<file path="src/rtl/reg_file_monitor.sv">
// reg_file_monitor: shadows the integer register file, checks every enabled
// read port against the shadow copy, enforces x0-reads-zero, and reports
// failures through a one-cycle error pulse, sticky flags and a saturating count.
module reg_file_monitor #(
    parameter int XLEN         = 32,
    parameter int NUM_REGS     = 32,
    parameter int NUM_RD_PORTS = 2,
    parameter int WRITE_FIRST  = 0,
    parameter int CNT_W        = 16,
    localparam int AW = $clog2(NUM_REGS),
    localparam int PW = (NUM_RD_PORTS < 2) ? 1 : $clog2(NUM_RD_PORTS)
) (
    input  logic                           clk,
    input  logic                           rst_n,
    input  logic                           wr_en,
    input  logic [AW-1:0]                  wr_reg,
    input  logic [XLEN-1:0]                wr_data,
    input  logic [NUM_RD_PORTS*AW-1:0]     rd_reg,
    input  logic [NUM_RD_PORTS*XLEN-1:0]   rd_data,
    input  logic [NUM_RD_PORTS-1:0]        rd_chk,
    input  logic                           clear,
    output logic                           err_valid,
    output logic [PW-1:0]                  err_port,
    output logic [1:0]                     err_kind,
    output logic [XLEN-1:0]                err_expected,
    output logic                           x0_sticky,
    output logic                           mismatch_sticky,
    output logic [CNT_W-1:0]               err_count
);

    // Width of the per-cycle failure count and of the widened counter sum.
    localparam int NW    = $clog2(NUM_RD_PORTS + 1);
    localparam int SUM_W = CNT_W + NW;

    localparam logic [1:0] KIND_X0 = 2'b01;
    localparam logic [1:0] KIND_MM = 2'b10;

    // Shadow copy of the register file plus written-since-reset bits.
    logic [XLEN-1:0]     shadow_q [NUM_REGS];
    logic [XLEN-1:0]     shadow_d [NUM_REGS];
    logic [NUM_REGS-1:0] valid_q;
    logic [NUM_REGS-1:0] valid_d;

    // Per-port check results.
    logic [XLEN-1:0]         port_exp [NUM_RD_PORTS];
    logic [NUM_RD_PORTS-1:0] port_vld;
    logic [NUM_RD_PORTS-1:0] fail_x0;
    logic [NUM_RD_PORTS-1:0] fail_mm;

    // Selected (lowest failing) port and failure count for this cycle.
    logic [PW-1:0]   sel_port;
    logic [1:0]      sel_kind;
    logic [XLEN-1:0] sel_exp;
    logic [NW-1:0]   n_fail;
    logic [SUM_W-1:0] cnt_sum;

    // Registered outputs.
    logic             err_valid_q, err_valid_d;
    logic [PW-1:0]    err_port_q, err_port_d;
    logic [1:0]       err_kind_q, err_kind_d;
    logic [XLEN-1:0]  err_expected_q, err_expected_d;
    logic             x0_sticky_q, x0_sticky_d;
    logic             mismatch_sticky_q, mismatch_sticky_d;
    logic [CNT_W-1:0] err_count_q, err_count_d;

    // Per-port expected value and failure classification.
    genvar gi;
    generate
        for (gi = 0; gi < NUM_RD_PORTS; gi++) begin : g_port
            logic [AW-1:0]   addr;
            logic [XLEN-1:0] data;
            logic            wr_hit;

            assign addr   = rd_reg[gi*AW +: AW];
            assign data   = rd_data[gi*XLEN +: XLEN];
            // Same-cycle write forwarding only applies in write-first mode.
            assign wr_hit = (WRITE_FIRST != 0) && wr_en && (wr_reg == addr) && (addr != '0);

            assign port_exp[gi] = wr_hit ? wr_data : shadow_q[addr];
            assign port_vld[gi] = wr_hit | valid_q[addr];
            assign fail_x0[gi]  = rd_chk[gi] && (addr == '0) && (data != '0);
            assign fail_mm[gi]  = rd_chk[gi] && (addr != '0) && port_vld[gi] &&
                                  (data != port_exp[gi]);
        end
    endgenerate

    // Next shadow state: record writes, x0 stays zero and always valid.
    always_comb begin
        shadow_d = shadow_q;
        valid_d  = valid_q;
        if (wr_en && (wr_reg != '0)) begin
            shadow_d[wr_reg] = wr_data;
            valid_d[wr_reg]  = 1'b1;
        end
        shadow_d[0] = '0;
        valid_d[0]  = 1'b1;
    end

    // Pick the lowest failing port and count failing ports this cycle.
    always_comb begin
        sel_port = '0;
        sel_kind = '0;
        sel_exp  = '0;
        n_fail   = '0;
        for (int p = NUM_RD_PORTS - 1; p >= 0; p--) begin
            if (fail_x0[p] || fail_mm[p]) begin
                sel_port = PW'(p);
                sel_kind = fail_x0[p] ? KIND_X0 : KIND_MM;
                sel_exp  = port_exp[p];
            end
        end
        for (int p = 0; p < NUM_RD_PORTS; p++) begin
            n_fail = n_fail + NW'(fail_x0[p] | fail_mm[p]);
        end
    end

    // Next output state: error pulse, sticky flags and saturating counter.
    always_comb begin
        err_valid_d       = |(fail_x0 | fail_mm);
        err_port_d        = sel_port;
        err_kind_d        = sel_kind;
        err_expected_d    = sel_exp;
        cnt_sum           = SUM_W'(err_count_q) + SUM_W'(n_fail);
        x0_sticky_d       = x0_sticky_q | (|fail_x0);
        mismatch_sticky_d = mismatch_sticky_q | (|fail_mm);
        if (cnt_sum > SUM_W'({CNT_W{1'b1}})) begin
            err_count_d = {CNT_W{1'b1}};
        end else begin
            err_count_d = cnt_sum[CNT_W-1:0];
        end
        // Clear wins over anything detected in the same cycle; the pulse still fires.
        if (clear) begin
            x0_sticky_d       = 1'b0;
            mismatch_sticky_d = 1'b0;
            err_count_d       = '0;
        end
    end

    // Shadow register file state.
    always_ff @(posedge clk or negedge rst_n) begin
        if (!rst_n) begin
            for (int i = 0; i < NUM_REGS; i++) begin
                shadow_q[i] <= '0;
            end
            valid_q <= NUM_REGS'(1);
        end else begin
            shadow_q <= shadow_d;
            valid_q  <= valid_d;
        end
    end

    // Reporting registers.
    always_ff @(posedge clk or negedge rst_n) begin
        if (!rst_n) begin
            err_valid_q       <= 1'b0;
            err_port_q        <= '0;
            err_kind_q        <= '0;
            err_expected_q    <= '0;
            x0_sticky_q       <= 1'b0;
            mismatch_sticky_q <= 1'b0;
            err_count_q       <= '0;
        end else begin
            err_valid_q       <= err_valid_d;
            err_port_q        <= err_port_d;
            err_kind_q        <= err_kind_d;
            err_expected_q    <= err_expected_d;
            x0_sticky_q       <= x0_sticky_d;
            mismatch_sticky_q <= mismatch_sticky_d;
            err_count_q       <= err_count_d;
        end
    end

    assign err_valid       = err_valid_q;
    assign err_port        = err_port_q;
    assign err_kind        = err_kind_q;
    assign err_expected    = err_expected_q;
    assign x0_sticky       = x0_sticky_q;
    assign mismatch_sticky = mismatch_sticky_q;
    assign err_count       = err_count_q;

endmodule

</file>
<file path="config.mk">
export PLATFORM = sky130hd
export DESIGN_NAME = reg_file_monitor
export DESIGN_NICKNAME = d
export VERILOG_FILES = /design/src/rtl/reg_file_monitor.sv
export SDC_FILE = /design/constraint.sdc
export NUM_CORES = 2
export LEC_CHECK = 0
export CELL_PAD_IN_SITES_DETAIL_PLACEMENT = 1
export CELL_PAD_IN_SITES_GLOBAL_PLACEMENT = 1
export CORE_MARGIN = 4
export CORE_UTILIZATION = 35
export DETAILED_ROUTE_END_ITERATION = 7
export PLACE_DENSITY_LB_ADDON = 0.1
export SYNTH_ARGS = -nofsm -noshare
export SYNTH_HDL_FRONTEND = slang
export SYNTH_SLANG_ARGS = --single-unit
</file>
<file path="constraint.sdc">
create_clock -name clk -period 3.85 [get_ports clk]
set_clock_uncertainty 0.2 [all_clocks]
set_input_delay 0.385 -clock clk [delete_from_list [all_inputs] [get_ports clk]]
set_output_delay 0.385 -clock clk [all_outputs]
set_load 0.005 [all_outputs]
</file>
==> out/qor.csv <==
stage,metric,value,unit
route,vias per inst,5.83,
finish,"commonest non-fill, non-tap cells in the layout","1077 x dfrtp_1, 1060 x mux2_2, 875 x buf_4, 539 x mux2i_1, 210 x mux4_2",
placed_design,placed cell count,7379,
clock_network,TritonCTS clock tree,built,
clock_network,clock root cell,clkbuf_16,
run,max cap viols,0,
sta,Final setup viols,20,
yosys,"EDFF count, synth",0,
grt,GRT Total Usage,31.1,%
yosys,post-synthesis net count,4572,
critical_path,CP endpoint kind,flop,
route,DR WL met2,129,mm
worst_hold_path,Hold EP,valid_q[20],
yosys,#FFs+latches synth,1077,
finish,"Area growth, synth to finish",30.0,%
finish,design area,0.0759,mm^2
route,Routed WL,272,mm
placed_design,DPL Wire Length,187,mm
placed_design,placed cell area,0.0703,mm^2
critical_path,CP Launch Point,rd_reg[9],
worst_hold_path,hold_sp,valid_q[20],
clock_network,Clock Tree Buf Depth,3,
floorplan,DIE HEIGHT,416,um
finish,"non-filler cells, final",7653,
yosys,number of library cell types mapped by synthesis,64,
floorplan,FP Rows,149,
critical_path,critical path launch point type,primary input,
yosys,post-synth top area cell,dfrtp_1,
finish,"most common cell after layout, fill and taps aside",dfrtp_1,
placed_design,GPL Wtd Cong,0.913,
floorplan,die footprint,0.173,mm^2
route,M1 wire length,115,mm
sta,fmax,0.227,GHz
clock_network,CTS clock-pin slew for the worst setup and hold paths,0.06,ns
grt,largest net degree at the start of global routing,111,
route,residual DRC count,0,
critical_path,Worst EP arrival,4.83,ns
critical_path,RR Endpoint,err_count[15],
route,met3 wire length,13.8,mm
route,Antenna Nets Post-Route,0,
sta,Tmin final,4.40,ns
finish,Final nets,5479,
grt,first-pass GRT wire length,383,mm
yosys,Synth area leaders,"dfrtp_1 46%, mux2_2 20%, mux2i_1 9.4%",
floorplan,starting density of the core,35.3,%
yosys,Yosys warnings,0,
clock_network,worst-skew pair later-pin latency,0.80,ns
worst_hold_path,Hold Path Class,flop to flop,
route,WL/cell,35.6,um
placed_design,PortBufs,170,
pwr,maximum VDD drop,0.487,mV
sta,slack of the critical path,-0.546,ns
status,failing checks,negative setup slack,
floorplan,num ports,171,
yosys,Avg Inst Size Synth,13.1,um^2
sta,worst-margin pin slew,1.29,ns
grt,gr ovfl total,0,
yosys,Netlist Area Pre-Place,0.0584,mm^2
sta,Relative slew margins,14.0,%
critical_path,depth of the most critical reg-to-reg path,20,
floorplan,core footprint,0.165,mm^2
pwr,P_leak,34.5,nW
critical_path,Crit Path Class,primary input to flop,
sta,WHS,0.291,ns
yosys,top_reg_cell synth,dfrtp_1,
sta,fin. max-slew vios,0,
critical_path,RR Startpoint,shadow_q[798],
route,Max Used Layer,met5,
status,status,"finished, violations left",
sta,RSZ-0062 raised after global routing,yes,
yosys,ys async rst share,100,%
pwr,pwr dens,499,mW/mm^2
yosys,Cells after Synth,4453,
finish,fraction of layout cells with a size suffix above 1,49.5,%
clock_network,# H-tree levels,4,
route,DR pass1 iterations,5,
yosys,Synth top area share,46.2,%
route,Iter 0 DRT Violations,3247,
worst_hold_path,Hold Path Cell Cnt,1,
yosys,sequential fraction of the synthesis area,46.2,%
sta,"Period Utilization, post-route",114,%
critical_path,"critical path fanouts, max",13,
clock_network,number of buffers created by CTS,137,
route,via count,44642,
critical_path,CP required,4.28,ns
grt,antenna violations before repair,11,
grt,vias in the first global route,47848,
floorplan,Chip Width,416,um
sta,final hold vios,0,
clock_network,Sink Count,1077,
critical_path,worst reg-to-reg setup slack,-0.54,ns
## registers in the layout (all words and copies together), names as in the netlist
name and cells:
err_kind 2, x0_sticky 1, shadow_q 992, err_valid 1, err_count 16, err_expected 32
mismatch_sticky 1, valid_q 31, err_port 1
## per-layer routing
layer / vias up / GRT usage, %
met5: - / 0
li1: 18676 / -
met3: 463 / 4.83
met2: 1370 / 50.8
met1: 24127 / 40.6
met4: 6 / 14.6
## critical path: stages
cell             delay (ns)
clkdlybuf4s50_1        0.45
buf_12                 0.16
buf_4                  0.15
nor2_4                 0.15
buf_12                 0.15
buf_6                  0.29
o21ai_1                0.15
nor2_1                 0.28
nor4_4                 0.05
buf_4                  0.18
xnor2_1                0.14
nor4_2                 0.31
and4_4                 0.29
nand4_4                0.12
a21boi_4               0.32
buf_6                  0.15
inv_2                  0.03
fa_2                   0.37
buf_4                  0.15
nand3_2                0.07
nor3_1                 0.07
nand3_1                0.11
mux2i_1                0.21
nor2_1                 0.06
## power by group
group	internal, mW	leakage (nW)	switching [mW]
clock network	7.47	2.18	5.42
logic	5.52	18.6	4.41
registers	13.5	13.8	1.52
## final cells by class
cell class | instances | area (um^2)
Antenna cell | 2 | 5.00
Clock buffer | 194 | 3920
Clock inverter | 47 | 500
Fill cell | 16741 | 89500
Inverter | 11 | 46.3
Multi-Input combinational cell | 2929 | 30300
Sequential cell | 1077 | 27000
Tap cell | 2189 | 2740
Timing Repair Buffer | 1204 | 11400
## kinds of logic after synthesis
| group | Yosys count | share of synthesized area, % |
|---|---|---|
| multiplexers | 1823 | 38.0 |
| XOR/XNOR | 73 | 1.10 |
| buffers and inverters | 448 | 3.75 |
| AO/OA/AOI/OAI | 504 | 6.29 |
| AND/OR/NAND/NOR | 526 | 4.58 |
| flip-flops | 1077 | 46.2 |
| adder cells (fa/ha/maj) | 2 | 0.0557 |
## synthesized netlist by cell type (7+ instances only)
library cell  number
buf_6             29
a22o_1            37
nor2b_1           21
nor3b_1            8
nand4_1           11
dfrtp_1         1077
a221oi_1          60
and4_1             9
a22oi_1          193
buf_1             59
o22ai_1           19
a221o_1            9
and3_1            34
o211ai_1          11
xor2_1            24
clkbuf_1         231
nand2_1           95
nor3_1            46
buf_2             85
a2111oi_0          7
mux2i_1          551
nand3_1           89
a21oi_1           53
inv_1             11
o21ai_0           57
or2_2             20
a31oi_1           13
xnor2_1           49
nand2b_1          23
nor4_1            32
a211oi_1          21
nor2_1           114
buf_4             27
mux2_2          1060
mux4_2           210
## how the worst max path moves through the flow
stage	end	slack [ns]	cells after the start
2_1_floorplan	err_count[10]	-0.45	23
3_3_place_gp	err_count[14]	-1.91	22
3_5_place_dp	err_count[14]	-1.91	22
4_1_cts	err_count[14]	-0.58	20
5_1_grt	err_count[10]	-0.64	20
6_report	err_count[15]	-0.55	24
## metrics by stage
step                total power [mW]  setup WS (ns)  setup TNS (ns)  util (%)
floorplan                       19.8         -0.450           -6.49         -
global placement                24.4          -1.91          -61.62      42.5
detailed placement              24.7          -1.91          -62.07      42.5
CTS                             37.9         -0.579           -9.02      45.6
global route                    39.5         -0.639          -10.16      45.9
finish                          37.8         -0.546           -8.47      45.9
## timing repair
action	in CTS	in global routing
endpoints found under the setup margin	52	37
hold buffers	3	0
pin swaps	40	29
gates cloned	3	1
hold endpoints to repair	284	0
resized for setup	102	64
buffers inserted	17	13
(Power assumes the default switching activity.)
